<file path="config.mk">
export PLATFORM = sky130hd
export DESIGN_NAME = tiny_imem_loader
export DESIGN_NICKNAME = d
export VERILOG_FILES = /design/src/rtl/tiny_imem_loader.sv
export SDC_FILE = /design/constraint.sdc
export NUM_CORES = 1
export LEC_CHECK = 0
export CORE_ASPECT_RATIO = 1.5
export CORE_MARGIN = 2
export CORE_UTILIZATION = 27
export DETAILED_ROUTE_END_ITERATION = 8
export GPL_TIMING_DRIVEN = 0
export PLACE_DENSITY_LB_ADDON = 0.25
export SETUP_SLACK_MARGIN = 0.1
export SYNTH_ARGS = -nofsm -noshare
export SYNTH_HDL_FRONTEND = slang
export SYNTH_SLANG_ARGS = --single-unit
</file>
<file path="constraint.sdc">
create_clock -name clk -period 5.9 [get_ports clk]
set_clock_uncertainty 0.1 [all_clocks]
set_input_delay 1.18 -clock clk [delete_from_list [all_inputs] [get_ports clk]]
set_output_delay 1.18 -clock clk [all_outputs]
set_load 0.02 [all_outputs]
</file>
<file path="src/rtl/tiny_imem_loader.sv">
// rtl/tiny_imem_loader.sv - host-loaded instruction memory that releases the CPU once a program is in place
//
// Purpose:
//   Accepts a program from a host as a byte stream, writes it into a
//   2^ADDR_WIDTH-deep instruction memory and then releases the CPU (cpu_run).
//   The CPU fetches through a registered read port that works in every state.
//   The memory itself is never reset, so a shorter reload keeps the tail of a
//   previous program.
//
// Optional feature (macro IMEM_CHECKSUM_EN):
//   When defined, a running XOR of the accepted program bytes is kept. After
//   the last program byte one extra check byte is accepted (not stored, not
//   counted). If it matches, the CPU is released. If not, the block parks in
//   ERROR with load_err=1. When undefined, no checksum logic exists,
//   load_err is tied to 0 and LOAD goes straight to RUN.
//
// Ports:
//   clk          in   single clock, rising edge
//   rst          in   asynchronous active-high reset
//   load_start   in   begin/restart a program load (wins over everything)
//   load_valid   in   load_data holds a byte
//   load_data    in   program byte (or check byte in CHECK)
//   load_last    in   current byte is the final program byte
//   load_ready   out  a byte is accepted this cycle when load_valid=1
//   fetch_en     in   CPU fetch strobe
//   fetch_addr   in   CPU program counter
//   fetch_data   out  registered instruction byte (1-cycle latency)
//   cpu_run      out  CPU released to execute
//   load_err     out  most recent load failed its integrity check
//   load_count   out  program bytes accepted in the current/most recent load

module tiny_imem_loader #(
  parameter int DATA_WIDTH = 8,
  parameter int ADDR_WIDTH = 4
) (
  input  logic                  clk,
  input  logic                  rst,
  input  logic                  load_start,
  input  logic                  load_valid,
  input  logic [DATA_WIDTH-1:0] load_data,
  input  logic                  load_last,
  output logic                  load_ready,
  input  logic                  fetch_en,
  input  logic [ADDR_WIDTH-1:0] fetch_addr,
  output logic [DATA_WIDTH-1:0] fetch_data,
  output logic                  cpu_run,
  output logic                  load_err,
  output logic [ADDR_WIDTH:0]   load_count
);

  localparam int DEPTH = 1 << ADDR_WIDTH;

  // Count value held just before the byte that fills the memory.
  localparam logic [ADDR_WIDTH:0] CNT_BEFORE_FULL = {1'b0, {ADDR_WIDTH{1'b1}}};

  typedef enum logic [2:0] {
    ST_IDLE,
    ST_LOAD,
    ST_CHECK,
    ST_RUN,
    ST_ERROR
  } state_t;

`ifdef IMEM_CHECKSUM_EN
  localparam state_t LOAD_EXIT = ST_CHECK;
`else
  localparam state_t LOAD_EXIT = ST_RUN;
`endif

  state_t                  state_q, state_d;
  logic [ADDR_WIDTH-1:0]   wptr_q, wptr_d;
  logic [ADDR_WIDTH:0]     load_count_q, load_count_d;
  logic [DATA_WIDTH-1:0]   fetch_data_q, fetch_data_d;
  logic                    mem_we;
  logic                    accept;

  logic [DATA_WIDTH-1:0]   mem [DEPTH];

`ifdef IMEM_CHECKSUM_EN
  logic [DATA_WIDTH-1:0]   csum_q, csum_d;
  logic                    load_err_q, load_err_d;
`endif

  assign load_ready = (state_q == ST_LOAD) || (state_q == ST_CHECK);
  assign cpu_run    = (state_q == ST_RUN);
  assign accept     = load_valid && load_ready;
  assign fetch_data = fetch_data_q;
  assign load_count = load_count_q;

`ifdef IMEM_CHECKSUM_EN
  assign load_err = load_err_q;
`else
  assign load_err = 1'b0;
`endif

  always_comb begin
    state_d      = state_q;
    wptr_d       = wptr_q;
    load_count_d = load_count_q;
    fetch_data_d = fetch_data_q;
    mem_we       = 1'b0;
`ifdef IMEM_CHECKSUM_EN
    csum_d       = csum_q;
    load_err_d   = load_err_q;
`endif

    // Read sees the pre-write contents because the memory write is
    // non-blocking; a same-cycle fetch/write returns the old byte.
    if (fetch_en) begin
      fetch_data_d = mem[fetch_addr];
    end

    if (load_start) begin
      // Restart from any state; a byte offered on this cycle is dropped.
      state_d      = ST_LOAD;
      wptr_d       = '0;
      load_count_d = '0;
`ifdef IMEM_CHECKSUM_EN
      csum_d       = '0;
      load_err_d   = 1'b0;
`endif
    end else begin
      case (state_q)
        ST_LOAD: begin
          if (accept) begin
            mem_we       = 1'b1;
            load_count_d = load_count_q + 1'b1;
`ifdef IMEM_CHECKSUM_EN
            csum_d       = csum_q ^ load_data;
`endif
            if (load_last || (load_count_q == CNT_BEFORE_FULL)) begin
              // Pointer is left on the final address so it never wraps.
              state_d = LOAD_EXIT;
            end else begin
              wptr_d = wptr_q + 1'b1;
            end
          end
        end
`ifdef IMEM_CHECKSUM_EN
        ST_CHECK: begin
          if (accept) begin
            if (load_data == csum_q) begin
              state_d = ST_RUN;
            end else begin
              state_d    = ST_ERROR;
              load_err_d = 1'b1;
            end
          end
        end
`endif
        ST_IDLE, ST_RUN, ST_ERROR: begin
          state_d = state_q;
        end
        default: begin
          state_d = ST_IDLE;
        end
      endcase
    end
  end

  always_ff @(posedge clk or posedge rst) begin
    if (rst) begin
      state_q      <= ST_IDLE;
      wptr_q       <= '0;
      load_count_q <= '0;
      fetch_data_q <= '0;
    end else begin
      state_q      <= state_d;
      wptr_q       <= wptr_d;
      load_count_q <= load_count_d;
      fetch_data_q <= fetch_data_d;
    end
  end

`ifdef IMEM_CHECKSUM_EN
  always_ff @(posedge clk or posedge rst) begin
    if (rst) begin
      csum_q     <= '0;
      load_err_q <= 1'b0;
    end else begin
      csum_q     <= csum_d;
      load_err_q <= load_err_d;
    end
  end
`endif

  // Program storage keeps its contents across reset.
  always_ff @(posedge clk) begin
    if (mem_we) begin
      mem[wptr_q] <= load_data;
    end
  end

endmodule

</file>
-- After elaboration in Yosys (flattened, before gate mapping)
Memory sizes are Yosys's and may differ from the RTL's. A register that Yosys moved wholly into a read port is not among the register bits.
Index checks and enable logic that the tools add are counted.
- register bits after elaboration: 12
- output and inout port bits: 16
- memories: 1
- latch bits: 0
- word-level logic and storage cells: 41
- memory bits (read-only): 0
- RAM bits: 128
- add/sub/neg operators: 2
- shift-type cells: 0
- equal/unequal tests: 9
- div/mod/pow operators: 0
- magnitude comparators: 0
- bitwise gates (word level): 0
- multiplexer cells: 16
- $mul: 0
- reductions and logical operators: 10
- memory list (memory ; words ; bits a word ; read ports ; clocked after Yosys merged registers in ; write ports ; line ; text):
    mem ; 16 ; 8 ; 1 ; 1 ; 1 ; 77 ; logic [DATA_WIDTH-1:0] mem [DEPTH];
- operators with widths (operator ; number):
    $mux W4 ; 4
    $mux W5 ; 3
    $mux W3 ; 3
    $eq A3 B2 Y1 const B ; 2
    $pmux W3 S2 ; 1
    $reduce_and A3 Y1 ; 2
    $add A5 B1 Y5 const B ; 1
    $eq A5 B4 Y1 const B ; 1
    $mux W1 ; 5
    $add A4 B1 Y4 const B ; 1
    $ne A2 B2 Y1 const B ; 2
    $reduce_bool A2 Y1 ; 2
    $eq A3 B1 Y1 const B ; 1
    $eq A3 B3 Y1 const B ; 1
    $logic_not A3 Y1 ; 1
    $ne A3 B2 Y1 const B ; 1
    $ne A3 B3 Y1 const B ; 1
    $reduce_or A3 Y1 ; 1
    $logic_or A1 B1 Y1 ; 2
    $reduce_and A2 Y1 ; 1
    $logic_and A1 B1 Y1 ; 1

-- Longest topological paths before layout
Gate-level depths: netlist (run 1).
- depth in word-level cells: 8
- depth in mapped cells: 7
- mapped depth without buffers: 7

-- Least setup slack after synthesis (run 1)
No wires, ideal clock.
- path kind: input to register
- start point: input port fetch_addr[1]
- end point: register fetch_data_q[4] (netlist: fetch_data[4]) (read register of mem)
- data required time: 5.663 ns
- stages: 5
- path slack: 3.218 ns
- library setup time: 0.137 ns
- arrival: 2.445 ns
- path buffers: 2
- cell sequence: buf_2 buf_2 mux4_1 o22ai_1 a21oi_1
- RTL lines (what ; line ; text):
    start: declaration ; 44 ; input logic [ADDR_WIDTH-1:0] fetch_addr,
    end: declaration ; 73 ; logic [DATA_WIDTH-1:0] fetch_data_q, fetch_data_d;

-- Worst setup path after layout (run 1)
- start point: input port load_start
- end point: memory mem[2][7], enable pin
- longest elaborated chain between the ends: 3
- ends and longest elaborated chain (what ; line ; text):
    start: declaration ; 38 ; input logic load_start,
    $mux W1 ; 113 ; if (load_start) begin
    $mux W1 ; 189 ; if (mem_we) begin
    $mux W1 (implied by the code) ; 190 ; mem[wptr_q] <= load_data;
    end: declaration ; 77 ;
No other way between the ends.

==> metrics, run 1 <==
status=finished, final reports clean; CP required=5.82 ns; Final setup violation count=0; Total Routing Usage GR=11.54%; part of the Yosys area used for sequential elements=~73%; Syn. warnings=0; met2 wire len=between 6000 and 7000 um; M1 WL=between 5000 and 6000 um; count of input and output buffers=28; Num CTS Buffers=17; crit path DAT=around 3.1 ns; Post-Syn Instances=307; Via Count=~2.9k; CP endpoint=mem[2][7]$_DFFE_PP_; switch share=a little under a quarter; Tcrit/Tclk final=a little over half; Mean Syn Cell Area=19.27 um2; Worst Setup End Kind=flop; Final HPWL DP=between 8000 and 9000 um; routed wl met3=599 um; clock network fraction of total power=about 41%; number of global-route vias before repair=between 3k and 4k; synthesized cell area=between 5000 and 6000 um2; crit path launch type=input pin; Wirelength per Cell=19.49 um; die width=124.8 um; Setup CP Type=in -> reg; top cells by area, synth=edfxtp_1 65%, dfrtp_1 8.0%, mux4_1 7.6%; H-tree lvl count=4; Yosys top cell area share=64.99%; grt total ovfl=0; share of post-route cells with drive strength above 1=~17%; Yosys top cell by area=edfxtp_1; wire length of the first global-routing pass=~19000 um; Remaining DRCs=0; Reg2Reg Depth=6; Skew-Pair Late Insertion Delay=0.42 ns; Ant. Diodes=0; Antenna Nets Post-Route=0; part of the power in combinational logic=approximately a tenth; post-synthesis cell type count=32; fin nets=between 300 and 400; actual slew at the worst max-slew pin=around 1.2 ns; cts hold-fix bufs=0; P&R area growth vs syn=19.86%; Seq cells post-synth=about 150; post-CTS setup buffer count=0; drt first pass iters=4; routed vias/inst=~4.5; CTS tree=done; Hold Path Class=reg -> reg; Seq pwr share=between 40% and 50%; max_slew headroom=16.36%; syn_nets=between 300 and 400; I/O Pins=34; reg-to-reg startpoint=state_q[1]$_DFFE_PP0P_; Clock Sinks=about 150; Placeable Area=roughly 22000 um2; CTS Buffer Depth=2; setup slack, reg-to-reg=3.32 ns; unrepaired setup endpoints after global routing=no; Final min period=3.186 ns; Routed Wire Length=between 10000 and 15000 um; Die Span Y=185.3 um; Crit. Startpoint=load_start; total die area=roughly 23000 um2; NetSw=about 0.00055 W; peak fanout along the critical path=8; routability cong.=0.7669; first-iteration detailed-routing DRC count=219; Max Cap Viol=0; Hold Vio Cnt, Final=0; worst vdd ir=0.1772 mV; Leakage Power=~2.4 nW; clock-pin slew on the worst setup and hold paths=about 0.060 ns; Initial Util=between 20% and 30%; FP Rows=66; largest net degree at the start of global routing=20; RR Endpoint=mem[2][7]$_DFFE_PP_; WHS=about 0.48 ns; fmax=roughly 310 MHz; PwrDens=between 300 and 400 nW/um2; Max Used Layer=met4; Final TNS setup=0 ns; initial antenna violation count=0; Pint=0.001889 W; max-slew violation count=0; CTS root buf=clkbuf_16; post-CTS sizing=0
-- routing by layer --
metal | up-vias | track usage, %
met5 | - | 0
met4 | 0 | 6.756
met3 | 28 | 3.322
met2 | 79 | 18.99
met1 | 1458 | 13.48
li1 | 1327 | -
-- synth_stat cells --
| cell | number |
|---|---|
| dfrtp_1 | 19 |
| a211oi_1 | 1 |
| xor2_1 | 4 |
| nor3_1 | 5 |
| mux4_2 | 15 |
| xnor2_1 | 2 |
| and3_1 | 2 |
| mux2i_1 | 2 |
| and3b_1 | 1 |
| nand2_1 | 8 |
| a21oi_1 | 8 |
| o211ai_1 | 2 |
| o21ai_0 | 1 |
| buf_2 | 5 |
| buf_12 | 1 |
| clkbuf_2 | 1 |
| inv_1 | 7 |
| o21bai_1 | 1 |
| mux4_1 | 17 |
| mux2_2 | 8 |
| nor2_1 | 26 |
| nand2b_1 | 3 |
| ha_1 | 9 |
| nor3b_1 | 1 |
| conb_1 | 1 |
| o22ai_1 | 16 |
| buf_6 | 3 |
| buf_4 | 1 |
| or2_2 | 1 |
| clkbuf_1 | 7 |
| edfxtp_1 | 128 |
| nand4_1 | 1 |
-- worst max-delay path, cell delays in order --
cell	delay (ns)
clkdlybuf4s50_1	0.50
nor2_1	0.28
nand2_1	0.18
nor3_1	0.97
-- layout by cell type, fill, tap and decap left out, types with 3 or more instances in the layout --
| cell | instances |
|---|---|
| xor2_1 | 4 |
| nand2b_1 | 3 |
| ha_1 | 9 |
| mux4_1 | 17 |
| clkinvlp_4 | 3 |
| nor3_1 | 4 |
| a21oi_1 | 8 |
| dfrtp_1 | 19 |
| buf_2 | 5 |
| mux2_2 | 8 |
| clkbuf_16 | 17 |
| clkdlybuf4s50_1 | 28 |
| nor2_1 | 26 |
| nand2_1 | 8 |
| o22ai_1 | 16 |
| inv_1 | 7 |
| edfxtp_1 | 128 |
| clkbuf_1 | 9 |
| buf_6 | 3 |
| mux4_2 | 15 |
| clkinv_1 | 4 |
-- power by group through the flow --
stage	Clock, W	Sequential, W	Combinational [W]
5_1_grt	0.00107	0.00119	0.000277
6_report	0.00100	0.00119	0.000251
3_5_place_dp	0	0.00121	0.000255
4_1_cts	0.00102	0.00119	0.000257
2_1_floorplan	0	0.00122	0.000134
3_3_place_gp	0	0.00121	0.000251
-- sequential cells by signal, indices dropped and copies added (netlist names) --
register,cells
state_q,2
load_count,5
fetch_data,8
mem,128
wptr_q,4
-- final cells by class --
type | instances | area, um2
Fill cell | 2118 | 14550
Inverter | 7 | 26.28
Multi-Input combinational cell | 135 | 1456
Sequential cell | 147 | 4319
Tap cell | 272 | 340.3
Timing Repair Buffer | 28 | 280.3
Clock buffer | 19 | 432.9
Clock inverter | 12 | 116.4
Buffer | 18 | 117.6
-- stage by stage --
step | utilization (%) | setup WS (ns) | std cells | power, W | area [um2]
6_report | 32.77 | 2.714 | 638 | 0.002439 | 7089
5_1_grt | 32.77 | 2.488 | 638 | 0.002542 | 7089
4_1_cts | 32.77 | 2.640 | 638 | 0.002469 | 7089
3_5_place_dp | 30.23 | 2.166 | 607 | 0.001464 | 6540
3_3_place_gp | 30.20 | 2.015 | 607 | 0.001459 | 6535
2_1_floorplan | - | 3.218 | 307 | 0.001357 | 5914
-- cell families (layout without fill, tap and decap cells) --
group           after synthesis  after routing  share of synthesized area, %
simple gates                 48             48                         3.596
fa+ha+maj                     9              9                         1.904
compound gates               29             29                         2.962
flops                       147            147                         73.03
xor+xnor                      6              6                        0.8885
mux                          42             42                         15.13
buf+inv                      25             84                         2.433
other cells                   1              1                       0.06340
-- worst min-delay path by stage --
stage | endpoint | from | slack [ns] | cells past startpoint
after global routing | fetch_data[3]$_DFFE_PP0P_ | fetch_data[3]$_DFFE_PP0P_ | 0.51 | 2
after floorplan | state_q[0]$_DFFE_PP0P_ | state_q[0]$_DFFE_PP0P_ | 0.45 | 2
after detailed placement | fetch_data[7]$_DFFE_PP0P_ | fetch_data[7]$_DFFE_PP0P_ | 0.46 | 2
final | fetch_data[7]$_DFFE_PP0P_ | fetch_data[7]$_DFFE_PP0P_ | 0.48 | 2
after CTS | fetch_data[7]$_DFFE_PP0P_ | fetch_data[7]$_DFFE_PP0P_ | 0.48 | 2
after global placement | fetch_data[7]$_DFFE_PP0P_ | fetch_data[7]$_DFFE_PP0P_ | 0.44 | 2
(Power assumes the default switching activity.)
==> run 2: changes to the inputs <==
==> constraint.sdc (replaced) <==
create_clock -name clk -period 3.2 [get_ports clk]
set_clock_uncertainty 0.1 [all_clocks]
set_input_delay 0.64 -clock clk [delete_from_list [all_inputs] [get_ports clk]]
set_output_delay 0.64 -clock clk [all_outputs]
set_load 0.02 [all_outputs]
==> results of run 2 <==
Same layout as run 1 (identical final DEF). Status: finished, final reports clean.
Main changes from that run: setup slack after placement 2.166 ns -> 0.006348 ns; setup slack after layout 2.714 ns -> 0.5535 ns; register-to-register setup slack 3.32 ns -> 0.62 ns; total power 0.002439 W -> 0.004496 W; worst IR drop on VDD 0.1772 mV -> 0.3267 mV
==> run 3: changes to the inputs <==
==> constraint.sdc (replaced) <==
create_clock -name clk -period 2.7 [get_ports clk]
set_clock_uncertainty 0.1 [all_clocks]
set_input_delay 0.54 -clock clk [delete_from_list [all_inputs] [get_ports clk]]
set_output_delay 0.54 -clock clk [all_outputs]
set_load 0.02 [all_outputs]
==> run 3 against run 2 <==
Total power increased by 19%. Routed wire length increased by 0.11%. Sequential share of layout area decreased by 0.15 points. Sequential power increased by 18%. Highest routed layer unchanged. Critical path depth increased by 2. Design area increased by 0.25%.
==> metrics, run 3 (synthesized netlist as in run 1, its figures left out) <==
status=finished, final reports clean (unchanged); routed wl met3=569 um (was 599 um); CP endpoint=mem[7][0]$_DFFE_PP_ (was mem[2][7]$_DFFE_PP_); count of input and output buffers=28 (unchanged); Die Span Y=185.3 um (unchanged); DP Cell Count=607 (unchanged); Via Count=2929 (was 2892); drt first pass iters=4 (unchanged); max_slew headroom=36.90% (was 16.36%); design area=7107 um2 (was 7089 um2); Setup CP Type=reg -> reg (was in -> reg); max FFs per register=128 (unchanged); routed vias/inst=4.591 (was 4.533); CTS root buf=clkbuf_16 (unchanged); Worst Setup End Kind=flop (unchanged); RR Endpoint=mem[7][0]$_DFFE_PP_ (was mem[2][7]$_DFFE_PP_); fin nets=381 (unchanged); Initial Util=27.34% (unchanged); crit path DAT=2.33 ns (was 2.57 ns); FP Rows=66 (unchanged); Num CTS Buffers=17 (unchanged); Hold Path Class=in -> reg (was reg -> reg); worst vdd ir=0.3867 mV (was 0.3267 mV); Placeable Area=21640 um2 (unchanged); final worst slack=0.3088 ns (was 0.5535 ns); Hold Vio Cnt, Final=0 (unchanged); peak fanout along the critical path=8 (unchanged); Remaining DRCs=0 (unchanged); Max Cap Viol=0 (unchanged); fillcell total=2116 (was 2118); Crit. Startpoint=state_q[1]$_DFFE_PP0P_ (was load_start); post-CTS setup buffer count=0 (unchanged); crit path launch type=flop (was input pin); CP required=2.64 ns (was 3.12 ns); largest net degree at the start of global routing=20 (unchanged); Antenna Nets Post-Route=0 (unchanged); clock-pin slew on the worst setup and hold paths=0.06 ns (about the same); met2 wire len=6274 um (was 6199 um); initial antenna violation count=0 (unchanged); Reg2Reg Depth=6 (unchanged); Leakage Power=2.394 nW (was 2.376 nW); filler-free cell count of the finished design=638 (unchanged); setup slack, reg-to-reg=0.31 ns (was 0.62 ns); CTS tree=done (unchanged); Max Used Layer=met4 (unchanged); Tcrit/Tclk final=88.56%; M1 WL=5092 um (unchanged); Ant. Diodes=0 (unchanged); most common cell after layout, fill and taps aside=edfxtp_1 (unchanged); actual slew at the worst max-slew pin=0.9431 ns (was 1.245 ns); Final HPWL DP=8333 um (unchanged); H-tree lvl count=4 (unchanged); most frequent cells in the layout=128 x edfxtp_1, 27 x clkdlybuf4s50_1, 26 x nor2_1 (was 128 x edfxtp_1, 28 x clkdlybuf4s50_1, 26 x nor2_1); PwrDens=750.0 nW/um2 (was 634.3 nW/um2); Routed Wire Length=12450 um (was 12440 um); routability cong.=0.7669 (unchanged); Reg with most FFs=mem (unchanged); reg-to-reg startpoint=state_q[1]$_DFFE_PP0P_ (unchanged); max-slew violation count=0 (unchanged); I/O Pins=34 (unchanged); P&R area growth vs syn=20.16% (was 19.86%); unrepaired setup endpoints after global routing=no (unchanged); total die area=23130 um2 (unchanged); die width=124.8 um (unchanged); Final min period=between 2 and 2.5 ns; Placement Setup Slack=-0.3937 ns (was 0.006348 ns); cts hold-fix bufs=0 (unchanged); Total Routing Usage GR=11.50% (was 11.54%); CTS Buffer Depth=2 (unchanged); wire length of the first global-routing pass=19000 um (was 19020 um); dpl cell area=6540 um2 (unchanged); Skew-Pair Late Insertion Delay=0.42 ns (about the same); grt total ovfl=0 (unchanged); fmax=between 400 and 500 MHz; Final setup violation count=0 (unchanged); Clock Sinks=147 (unchanged); Wirelength per Cell=19.51 um (was 19.49 um); share of post-route cells with drive strength above 1=17.49% (was 16.67%); number of global-route vias before repair=3164 (was 3163); first-iteration detailed-routing DRC count=251 (was 219)
run 3: changes by cell type in the layout (fill, tap and decap cells not counted), sizes merged:
cell and delta:
dlymetal6s2s +1, clkdlybuf4s50 -1
run 3: how the worst min path moves through the flow:
stage                                   start                         to  slack (ns)  depth (start not counted)
CTS                                  fetch_en  fetch_data[6]$_DFFE_PP0P_        0.43                          3
global route                         fetch_en  fetch_data[5]$_DFFE_PP0P_        0.43                          3
finish                               fetch_en  fetch_data[6]$_DFFE_PP0P_        0.44                          3
detailed placement  fetch_data[7]$_DFFE_PP0P_  fetch_data[7]$_DFFE_PP0P_        0.46                          2
global placement    fetch_data[7]$_DFFE_PP0P_  fetch_data[7]$_DFFE_PP0P_        0.44                          2
floorplan                                 rst  fetch_data[0]$_DFFE_PP0P_        0.39                          1
run 3: timing repair:
item,4_1_cts,5_1_grt
endpoints found under the setup margin,24,1
endpoints found under the hold margin,0,0
gates resized for setup,3,1
pin swaps,0,0
run 3: critical path: stages (launching register included):
cell     delay [ns]
dfrtp_1        0.41
inv_1          0.07
ha_1           0.17
nand2_1        0.06
nor2_1         0.23
nand2_1        0.20
nor2_1         0.77
run 3: area by class of cell:
cell class / instances / area, um2 / share of cell area, %
multi-input cells: 135 / 1471 / 20.70
clock buffers: 19 / 432.9 / 6.092
repair buffers: 28 / 282.8 / 3.979
flip-flops and latches: 147 / 4319 / 60.77
well taps: 272 / 340.3 / 4.789
plain buffers: 18 / 117.6 / 1.655
clock inverters: 12 / 116.4 / 1.637
inverters: 7 / 26.28 / 0.3697
run 3: stage by stage:
| step | power, W | util [%] | hold WS, ns | setup TNS [ns] |
|---|---|---|---|---|
| 6_report | 0.005330 | 32.85 | 0.4426 | 0 |
| 5_1_grt | 0.005554 | 32.85 | 0.4298 | 0 |
| 4_1_cts | 0.005396 | 32.84 | 0.4259 | 0 |
| 3_5_place_dp | 0.003199 | 30.23 | 0.4601 | -11.76 |
| 3_3_place_gp | 0.003188 | 30.20 | 0.4398 | -15.09 |
| 2_1_floorplan | 0.002965 | - | 0.3911 | 0 |
run 3: metal layers:
metal,vias up,global-route usage [%]
li1,1328,-
met5,-,0
met3,25,3.322
met1,1490,13.42
met4,0,6.756
met2,86,18.95
run 3: report_power, final:
part | total (W) | leakage (nW) | internal (W) | switching (W)
clock network | 0.00219 | 0.259 | 0.00134 | 0.000851
registers | 0.00259 | 1.39 | 0.00255 | 0.0000470
logic | 0.000549 | 0.748 | 0.000242 | 0.000306
